`config.mk`:
```
export PLATFORM = sky130hd
export DESIGN_NAME = ddc_hop_scheduler
export DESIGN_NICKNAME = d
export VERILOG_FILES = /design/src/rtl/ddc_hop_pkg.sv /design/src/rtl/hop_table_ram.sv /design/src/rtl/ddc_hop_scheduler.sv
export SDC_FILE = /design/constraint.sdc
export NUM_CORES = 1
export LEC_CHECK = 0
export BUFFER_PORTS_ARGS = -buffer_cell sky130_fd_sc_hd__buf_2
export CELL_PAD_IN_SITES_DETAIL_PLACEMENT = 1
export CELL_PAD_IN_SITES_GLOBAL_PLACEMENT = 2
export CORE_ASPECT_RATIO = 1.2
export CORE_MARGIN = 10
export CORE_UTILIZATION = 38
export CTS_CLUSTER_SIZE = 24
export DETAILED_ROUTE_END_ITERATION = 10
export GPL_ROUTABILITY_DRIVEN = 0
export PLACE_DENSITY = 0.75
export SYNTH_ARGS = -nofsm -noshare
export SYNTH_HDL_FRONTEND = slang
export SYNTH_HIERARCHICAL = 1
export SYNTH_SLANG_ARGS = --single-unit
```
`constraint.sdc`:
```
create_clock -name clock -period 2.54 [get_ports clock]
set_input_delay 0 -clock clock [delete_from_list [all_inputs] [get_ports clock]]
set_output_delay 0 -clock clock [all_outputs]
set_load 0.01 [all_outputs]
```
`src/rtl/ddc_hop_pkg.sv`:
```
//==============================================================================
// Module      : ddc_hop_pkg
// Description : Shared types and constants for the DDC frequency-hop
//               scheduler: FSM state encoding, LFSR seed/taps and default
//               widths, plus the modulo helper used by the pseudo-random
//               hop order (DDC_HOP_PRBS_ORDER_EN).
// Revision    : 1.0 - initial release
//==============================================================================
`default_nettype none

package ddc_hop_pkg;

    // Default widths of the scheduler
    localparam int c_default_table_depth = 16;
    localparam int c_default_phase_w     = 16;
    localparam int c_default_dwell_w     = 32;
    localparam int c_default_guard_w     = 16;

    // Scheduler state encoding
    typedef enum logic [2:0] {
        S_IDLE  = 3'd0,
        S_LOAD  = 3'd1,
        S_APPLY = 3'd2,
        S_GUARD = 3'd3,
        S_DWELL = 3'd4
    } hop_state_t;

    // 7-bit Fibonacci LFSR, polynomial x^7 + x^6 + 1
    localparam logic [6:0] c_lfsr_seed = 7'h01;
    localparam logic [6:0] c_lfsr_taps = 7'h60;

    // Remainder of a 7-bit value by a non-zero modulus using seven
    // conditional subtractions of modulus*2^k (restoring division).
    function automatic logic [31:0] mod_by_subtract(
        input logic [31:0] value,
        input logic [31:0] modulus
    );
        logic [31:0] rem;
        rem = value;
        for (int k = 6; k >= 0; k--) begin
            if (rem >= (modulus << k)) begin
                rem = rem - (modulus << k);
            end
        end
        return rem;
    endfunction

endpackage

`default_nettype wire

```
`src/rtl/hop_table_ram.sv`:
```
//==============================================================================
// Module      : hop_table_ram
// Description : Simple dual-port RAM holding the hop phase increments.
//               Write port driven by configuration, one-cycle synchronous
//               read. A same-address read and write returns the old word.
// Revision    : 1.0 - initial release
//==============================================================================
`default_nettype none

module hop_table_ram #(
    parameter int DEPTH = 16,
    parameter int WIDTH = 16
) (
    input  logic                     i_clock,
    input  logic                     i_wr_en,
    input  logic [$clog2(DEPTH)-1:0] i_wr_addr,
    input  logic [WIDTH-1:0]         i_wr_data,
    input  logic [$clog2(DEPTH)-1:0] i_rd_addr,
    output logic [WIDTH-1:0]         o_rd_data
);

    logic [WIDTH-1:0] r_mem [DEPTH];
    logic [WIDTH-1:0] r_rd_data;

    // Storage write and registered read; contents are not cleared by reset
    always_ff @(posedge i_clock) begin
        if (i_wr_en) begin
            r_mem[i_wr_addr] <= i_wr_data;
        end
        r_rd_data <= r_mem[i_rd_addr];
    end

    assign o_rd_data = r_rd_data;

endmodule

`default_nettype wire

```
`src/rtl/ddc_hop_scheduler.sv`:
```
//==============================================================================
// Module      : ddc_hop_scheduler
// Description : Frequency-hop controller for the DDC/DUC mixers. Steps
//               through a programmable table of DDS phase increments with a
//               fixed dwell, muting the output for a guard window after
//               every retune.
//               Optional macro DDC_HOP_PRBS_ORDER_EN selects a pseudo-random
//               hop order (7-bit LFSR) instead of sequential order.
// Revision    : 1.0 - initial release
//==============================================================================
`default_nettype none

module ddc_hop_scheduler
    import ddc_hop_pkg::*;
#(
    parameter int TABLE_DEPTH = c_default_table_depth,
    parameter int PHASE_W     = c_default_phase_w,
    parameter int DWELL_W     = c_default_dwell_w,
    parameter int GUARD_W     = c_default_guard_w
) (
    input  logic                           clock,
    input  logic                           resetn,
    input  logic                           cfg_we,
    input  logic [$clog2(TABLE_DEPTH)-1:0] cfg_addr,
    input  logic [PHASE_W-1:0]             cfg_data,
    input  logic [$clog2(TABLE_DEPTH):0]   hop_len,
    input  logic [DWELL_W-1:0]             dwell_cycles,
    input  logic [GUARD_W-1:0]             guard_cycles,
    input  logic                           start,
    input  logic                           stop,
    output logic [PHASE_W-1:0]             ddc_phase_inc,
    output logic                           phase_inc_valid,
    output logic                           mute,
    output logic                           busy,
    output logic [$clog2(TABLE_DEPTH)-1:0] hop_index,
    output logic [31:0]                    hop_count
);

    localparam int c_AW = $clog2(TABLE_DEPTH);
    localparam int c_LW = c_AW + 1;

    hop_state_t          r_state;
    logic [c_AW-1:0]     r_idx;
    logic [c_LW-1:0]     r_hop_len;
    logic [DWELL_W-1:0]  r_dwell_m1;
    logic [GUARD_W-1:0]  r_guard_m1;
    logic                r_guard_zero;
    logic [DWELL_W-1:0]  r_dwell_cnt;
    logic [GUARD_W-1:0]  r_guard_cnt;
    logic [PHASE_W-1:0]  r_phase;
    logic                r_valid;
    logic                r_mute;
    logic                r_busy;
    logic [c_AW-1:0]     r_hop_index;
    logic [31:0]         r_hop_count;

    logic [PHASE_W-1:0]  w_rd_data;
    logic [c_LW-1:0]     w_hop_len_clamped;
    logic                w_last_idx;
    logic [c_AW-1:0]     w_next_idx;
    logic                w_start_go;
    logic                w_hop_done;

    hop_table_ram #(
        .DEPTH (TABLE_DEPTH),
        .WIDTH (PHASE_W)
    ) u_table (
        .i_clock   (clock),
        .i_wr_en   (cfg_we),
        .i_wr_addr (cfg_addr),
        .i_wr_data (cfg_data),
        .i_rd_addr (r_idx),
        .o_rd_data (w_rd_data)
    );

    assign w_start_go = (r_state == S_IDLE) && start && !stop;
    assign w_hop_done = (r_state == S_DWELL) && (r_dwell_cnt == '0) && !stop;
    assign w_last_idx = ({1'b0, r_idx} == (r_hop_len - c_LW'(1)));

    // Clamp the requested table length into 1..TABLE_DEPTH
    always_comb begin
        w_hop_len_clamped = hop_len;
        if (hop_len == '0) begin
            w_hop_len_clamped = c_LW'(1);
        end else if (hop_len > c_LW'(TABLE_DEPTH)) begin
            w_hop_len_clamped = c_LW'(TABLE_DEPTH);
        end
    end

`ifdef DDC_HOP_PRBS_ORDER_EN
    logic [6:0]  r_lfsr;
    logic [6:0]  w_lfsr_next;
    logic [31:0] w_rem;

    assign w_lfsr_next = {r_lfsr[5:0], ^(r_lfsr & c_lfsr_taps)};

    // Next entry = advanced LFSR mod hop length, never the current entry
    always_comb begin
        w_rem = mod_by_subtract(32'(w_lfsr_next), 32'(r_hop_len));
        if (w_rem == 32'(r_idx)) begin
            w_rem = w_last_idx ? 32'd0 : 32'(r_idx) + 32'd1;
        end
        w_next_idx = c_AW'(w_rem);
    end

    // LFSR reseeded at start and advanced once per completed hop
    always_ff @(posedge clock) begin
        if (!resetn) begin
            r_lfsr <= c_lfsr_seed;
        end else if (w_start_go) begin
            r_lfsr <= c_lfsr_seed;
        end else if (w_hop_done) begin
            r_lfsr <= w_lfsr_next;
        end
    end
`else
    assign w_next_idx = w_last_idx ? '0 : r_idx + c_AW'(1);
`endif

    // Hop FSM with counters and registered outputs
    always_ff @(posedge clock) begin
        if (!resetn) begin
            r_state      <= S_IDLE;
            r_idx        <= '0;
            r_hop_len    <= c_LW'(1);
            r_dwell_m1   <= '0;
            r_guard_m1   <= '0;
            r_guard_zero <= 1'b1;
            r_dwell_cnt  <= '0;
            r_guard_cnt  <= '0;
            r_phase      <= '0;
            r_valid      <= 1'b0;
            r_mute       <= 1'b1;
            r_busy       <= 1'b0;
            r_hop_index  <= '0;
            r_hop_count  <= '0;
        end else begin
            r_valid <= 1'b0;
            if ((r_state != S_IDLE) && stop) begin
                // Abort: outputs hold, no retune is committed
                r_state <= S_IDLE;
                r_mute  <= 1'b1;
                r_busy  <= 1'b0;
            end else begin
                case (r_state)
                    S_IDLE: begin
                        if (w_start_go) begin
                            r_hop_len    <= w_hop_len_clamped;
                            r_dwell_m1   <= (dwell_cycles == '0) ? '0
                                            : dwell_cycles - DWELL_W'(1);
                            r_guard_m1   <= guard_cycles - GUARD_W'(1);
                            r_guard_zero <= (guard_cycles == '0);
                            r_idx        <= '0;
                            r_hop_count  <= '0;
                            r_busy       <= 1'b1;
                            r_state      <= S_LOAD;
                        end
                    end
                    S_LOAD: begin
                        r_state <= S_APPLY;
                    end
                    S_APPLY: begin
                        r_phase     <= w_rd_data;
                        r_hop_index <= r_idx;
                        r_valid     <= 1'b1;
                        if (r_guard_zero) begin
                            r_dwell_cnt <= r_dwell_m1;
                            r_mute      <= 1'b0;
                            r_state     <= S_DWELL;
                        end else begin
                            r_guard_cnt <= r_guard_m1;
                            r_state     <= S_GUARD;
                        end
                    end
                    S_GUARD: begin
                        if (r_guard_cnt == '0) begin
                            r_dwell_cnt <= r_dwell_m1;
                            r_mute      <= 1'b0;
                            r_state     <= S_DWELL;
                        end else begin
                            r_guard_cnt <= r_guard_cnt - GUARD_W'(1);
                        end
                    end
                    S_DWELL: begin
                        if (r_dwell_cnt == '0) begin
                            r_hop_count <= r_hop_count + 32'd1;
                            r_idx       <= w_next_idx;
                            r_mute      <= 1'b1;
                            r_state     <= S_LOAD;
                        end else begin
                            r_dwell_cnt <= r_dwell_cnt - DWELL_W'(1);
                        end
                    end
                    default: begin
                        r_state <= S_IDLE;
                        r_mute  <= 1'b1;
                        r_busy  <= 1'b0;
                    end
                endcase
            end
        end
    end

    assign ddc_phase_inc   = r_phase;
    assign phase_inc_valid = r_valid;
    assign mute            = r_mute;
    assign busy            = r_busy;
    assign hop_index       = r_hop_index;
    assign hop_count       = r_hop_count;

endmodule

`default_nettype wire

```
======== Word level (Yosys, flattened, before mapping) ========
Memory sizes are Yosys's and may differ from the RTL's. A register that Yosys moved wholly into a read port is not among the register bits.
Cells that the tools add are included.
operators by class
  add/subtract/negate cells ............... 7
  equal/unequal tests ..................... 12
  reduce and logical (&&, ||, !) cells .... 25
  order comparisons ....................... 1
  mux-type cells .......................... 31
  bitwise operators ....................... 4
operators by type and width
  operator                                                               count
  32-bit two-way mux                                                     6
  32-bit one-hot mux with 3 select lines                                 1
  32-bit zero test                                                       2
  32-bit one-hot mux with 2 select lines                                 1
  32-bit by 1-bit subtractor with 32-bit output, second input constant   2
  32-bit by 1-bit adder with 32-bit output, second input constant        1
  16-bit zero test                                                       2
  16-bit two-way mux                                                     2
  16-bit one-hot mux with 2 select lines                                 1
  16-bit by 1-bit subtractor with 16-bit output, second input constant   2
  3-bit one-hot mux with 5 select lines                                  1
  3-bit two-way mux                                                      4
  4-bit two-way mux                                                      3
  2-bit inequality test, second input constant                           6
  4-bit AND reduction                                                    3
  5-bit two-way mux                                                      2
  4-bit one-hot mux with 2 select lines                                  1
  1-bit two-way mux                                                      7
  3-bit by 2-bit equality test with 1-bit output, second input constant  2
  3-bit AND reduction                                                    2
  3-bit nonzero test                                                     2
  4-bit by 5-bit equality test with 1-bit output                         1
  5-bit > comparator, second input constant                              1
  5-bit zero test                                                        1
  16 further kinds                                                       24
word-level totals
  memories kept ........................... 1
  logic and storage cells ................. 95
  output and inout port bits .............. 55
  input port bits ......................... 78
  flip-flop bits (word level) ............. 164
  RAM bits ................................ 256
memories
  memory         words  width  read ports  clocked after memory_dff  wr ports  line                 RTL
  u_table.r_mem  16     16     1           1                         1         hop_table_ram.sv:22  logic [WIDTH-1:0] r_mem [DEPTH];

======== Logic depth before layout (Yosys ltp) ========
  word-level depth ........................ 5
  mapped depth ............................ 10
  gate-level depth less buffers ........... 7

======== By module ========
Netlist, hierarchy kept.
modules (own cells, without submodules)
  module             instances  seq. area each (um^2)  area each (um^2)  cells each
  hop_table_ram      1          8,007.7                10,043.4          432
  ddc_hop_scheduler  1          3,283.1                9,006.1           1,143

======== Worst setup path after synthesis ========
No wires, ideal clock.
  kind .................................... flip-flop to flip-flop
  start ................................... reg r_dwell_cnt[0]
  end ..................................... reg r_hop_count[24] (netlist: hop_count[24])
  path slack .............................. -32 ps
  clock period less this slack ............ 2,572 ps
  data required time ...................... 2,408 ps
  library setup time ...................... 132 ps
  stages on the path, launching flop included .. 11
  path buffers ............................ 3
  data arrival time ....................... 2,440 ps
  path through ............................ dfxtp_1 -> inv_1 -> ha_1 -> or3b_1 -> clkbuf_1 -> nor4_4 -> a31oi_1 -> clkbuf_1 -> buf_2 -> o41ai_1 -> a21oi_1
between the ends
  word-level cells in the longest chain between the ends .. 3
RTL lines
  what                                                               line                      RTL
  from (decl)                                                        ddc_hop_scheduler.sv:48   logic [DWELL_W-1:0] r_dwell_cnt;
  from (signal assigned)                                             ddc_hop_scheduler.sv:167  r_dwell_cnt <= r_dwell_m1;
  from (signal assigned)                                             ddc_hop_scheduler.sv:177  r_dwell_cnt <= r_dwell_m1;
  from (signal assigned)                                             ddc_hop_scheduler.sv:191  r_dwell_cnt <= r_dwell_cnt - DWELL_W'(1);
  32-bit zero test                                                   ddc_hop_scheduler.sv:185  if (r_dwell_cnt == '0) begin
  2-bit by 1-bit inequality test with 1-bit output (no source line)  n/a
  4-bit AND reduction (no source line)                               n/a
  to (signal assigned)                                               ddc_hop_scheduler.sv:186  r_hop_count <= r_hop_count + 32'd1;
  to (decl)                                                          ddc_hop_scheduler.sv:55   logic [31:0] r_hop_count;
Every way passes these cells.
A chain may end at the register's enable or synchronous reset.

======== Final worst setup path ========
  start ................................... in dwell_cycles[10]
  end ..................................... reg r_dwell_m1[28]
between the ends
  word-level cells in the longest chain between the ends .. 2
  elaborated cells between the ends (all ways) .. 3
  those cells by class .................... add/sub: 1; mux: 1; reduce/logical: 1
RTL lines
  what                                                                                      line                                                RTL
  from (decl)                                                                               ddc_hop_scheduler.sv:27                             input logic [DWELL_W-1:0] dwell_cycles,
  32-bit by 1-bit subtractor with 32-bit output / 32-bit zero test (equally long branches)  ddc_hop_scheduler.sv:150, ddc_hop_scheduler.sv:149
  32-bit two-way mux *                                                                      ddc_hop_scheduler.sv:149                            r_dwell_m1 <= (dwell_cycles == '0) ? '0
  to (signal assigned)                                                                      ddc_hop_scheduler.sv:149
  to (decl)                                                                                 ddc_hop_scheduler.sv:45                             logic [DWELL_W-1:0] r_dwell_m1;
Every way passes the cells marked *; elsewhere a longest branch is shown, timed or not.

==> metrics <==
synthesis-to-layout area growth 25.60%; cell count after synthesis 1575; antenna violations before repair 8; critical path's slowest cell dlygate4sd3_1; Worst Hold Class input pin to flip-flop; failing checks setup timing; TNS Setup -39.46 ps; Max FO, Critical Path 9; CTS tree yes; fin crit period 2579 ps; adder-cell share of the synthesized area 0.005911; Setup CP Type input pin to flip-flop; DR iter-0 viols around 890; syn_area_per_cell about 12 um2; Vias 14591; XOR/XNOR Fraction of Synth Area 0.02207; P_leak slightly above 8 nW; max_cap viols 0; Finished Layout Cells about 2500; crit end category flip-flop; Final Setup Violations 1; Die Width 224.4 um; post-synthesis simple-gate area fraction 0.1421; vias in the first global route 15500; synth warn 6; ys flop type edfxtp_1; power per cell area 652.4 mW/mm2; WL/cell 23.50 um; RSZ-0062 raised after global routing true; final WL roughly 59000 um; Compound-Gate Fraction of Synth Area 0.1293; clk buf depth 3; largest family of logic cells by synthesized area simple AND/OR/NAND/NOR gates; slew margin rel. 0.2579; Detailed Routing Iterations Pass 1 5; Crit path largest cell delay between 500 and 600 ps; total track usage 0.1909; status finished, violations left; WP data arrival 3030 ps; Netlist cell types 78; CP most frequent cell dlygate4sd3_1; Clk pin slew, worst setup/hold paths 60 ps; DIE AREA 0.05952 mm2; fmax 0.3877 GHz; fin crit share 1.016; # port buffers 132; Mapped Area 0.01905 mm2; Tightest Pin Transition between 1000 and 1500 ps; CP Data Required Time between 2000 and 3000 ps; CTS Buf Count 46; CTS Root Cell clkbuf_16; hold_ws ~36 ps; antenna viol nets, final 0; post-synthesis sequential area ratio 0.5927; #FFs+latches synth between 400 and 500; dominant cells by area after synthesis edfxtp_1 (40%), dfxtp_1 (19%), mux4_2 (6.4%), nand2_1 (3.4%), a21oi_1 (2.2%); CTS H-tree lvls 2; I/O pin cnt roughly 130; # rows 89; Synth async-reset ratio 0; Post-DP HPWL 36980 um; post-synth net total approximately 1700; mux cell area share after synthesis 0.07869; residual DRC count 0; Core Box Area 0.04944 mm2; grt ovf 0; placed insts roughly 2300; initial core utilization 0.3853; clock latency on the worst-skew pair a little under 600 ps; Max rail drop VDD about 820 uV; number of synthesized flops with an enable pin 256; CP startpoint kind input pin; Via-to-Cell Ratio around 5.8; Synth area leader edfxtp_1; setup ws final -39.46 ps; Synth top area share 0.4035; chip height around 270 um; crit path cell chain dlygate4sd3_1, buf_2, or4_1, or3_1, buf_4, nor4_1, xnor2_1, dlygate4sd3_1, o21ai_0; largest net degree at the start of global routing 70; first-pass GRT wire length 89470 um; share of cells above drive strength 1 0.2436; clk_skew 21.09 ps; max-slew violation count 0; nets@finish between 1500 and 2000; Final Hold Vio Count 0; Sink Count about 440
==> flip-flops by register name, indices dropped and copies added (netlist names) <==
signal and cells:
u_table/r_mem 256, r_dwell_cnt 32, mute 1, u_table/o_rd_data 16
r_dwell_m1 32, r_idx 4, r_guard_m1 16, ddc_phase_inc 16
r_hop_len 5, hop_index 4, r_state 3, r_guard_zero 1
hop_count 32, busy 1, phase_inc_valid 1, r_guard_cnt 16
==> kinds of logic after synthesis <==
| kind of cell | count (synthesis) |
|---|---|
| XOR/XNOR | 48 |
| adder cells (fa/ha/maj) | 9 |
| buffers and inverters | 129 |
| flip-flops | 436 |
| AND/OR/NAND/NOR | 528 |
| multiplexers | 66 |
| AO/OA/AOI/OAI | 359 |
==> per-stage QoR <==
step | total power [mW] | util | cell area, um2 | setup slack, ps
3_3_place_gp | 8.762 | 0.4236 | 20940 | 47.79
6_report | 15.61 | 0.4839 | 23930 | -39.46
3_5_place_dp | 8.803 | 0.4236 | 20940 | -0.8193
2_1_floorplan | 8.379 | - | 19050 | 7.886
5_1_grt | 16.17 | 0.4839 | 23920 | -92.13
4_1_cts | 15.76 | 0.4752 | 23500 | 16.20
==> path summary, 6_finish.rpt <==
path | to | from | slack, ps | cells past startpoint
worst max-delay path | r_dwell_m1[28] | dwell_cycles[10] | -40 | 9
worst min-delay path | hop_count[5] | resetn | 40 | 4
worst max register to register | hop_count[29] | r_dwell_cnt[0] | 20 | 8
worst min register to register | ddc_phase_inc[0] | u_table/o_rd_data[0] | 430 | 2
==> area by class of cell <==
class | count | area [um2]
Sequential cell | 436 | 11300
Clock inverter | 19 | 241.5
Clock buffer | 67 | 1290
Inverter | 21 | 83.83
Fill cell | 5209 | 25520
Tap cell | 637 | 797.0
Timing Repair Buffer | 335 | 2704
Multi-Input combinational cell | 1010 | 7492
Antenna cell | 6 | 15.01
==> synthesized netlist by cell type, types with 30 or more instances <==
library cell    n
nor3_1         43
nor2_1         99
o31ai_1        52
o21ai_0        60
nand2_1       172
a21oi_1        82
a22oi_1        37
xnor2_1        36
mux4_2         54
nor4_1         38
dfxtp_1       180
nand3_1        32
clkbuf_1       83
edfxtp_1      256
or4_1          30
==> power breakdown <==
group	switching, mW	internal [mW]	leakage [nW]
registers	0.0791	7.64	3.78
clock network	2.85	3.97	0.746
logic	0.603	0.472	3.60
==> layout by cell type (no fill, tap or decap), drive strengths merged, types with 8 or more instances in the layout <==
cell type,Yosys,final
xnor2,36,36
or2,8,8
edfxtp,256,256
nor2,100,100
dfxtp,180,180
xor2,12,12
nor3,43,43
ha,9,9
a21oi,82,82
or3,20,20
mux4,64,64
buf,25,230
nand3,32,32
inv,20,22
a31o,17,17
clkinv,1,13
a211oi,16,16
nor4,42,42
o21ai,60,60
o311ai,11,11
nand2,172,172
a31oi,23,23
clkbuf,83,71
a22oi,37,37
dlygate4sd3,0,101
or4,31,31
nand4,20,20
o31ai,53,53
o41ai,20,20
==> timing repair <==
item	4_1_cts	5_1_grt
hold buffers	101	0
cloned	0	6
endpoints found under the hold margin	321	0
gates resized for setup	3	71
setup endpoints to repair	8	48
setup buffers	0	5
pin swaps	0	43
==> per-layer routing <==
layer,part of all wire,up-vias,global-route usage
met4,0.028,0,0.06624
li1,-,6680,-
met2,0.53,313,0.3504
met3,0.043,93,0.03490
met1,0.40,7505,0.2179
met5,0,-,0
==> critical path: cells and delay by family <==
family,cells,cell delay (ps)
AOI/OAI and AO/OA,1,70
xor gates and xnor gates,1,190
buffers and inverters,4,1450
and+or+nand+nor,3,1320
Note: power is estimated with default switching activity, not from simulation.
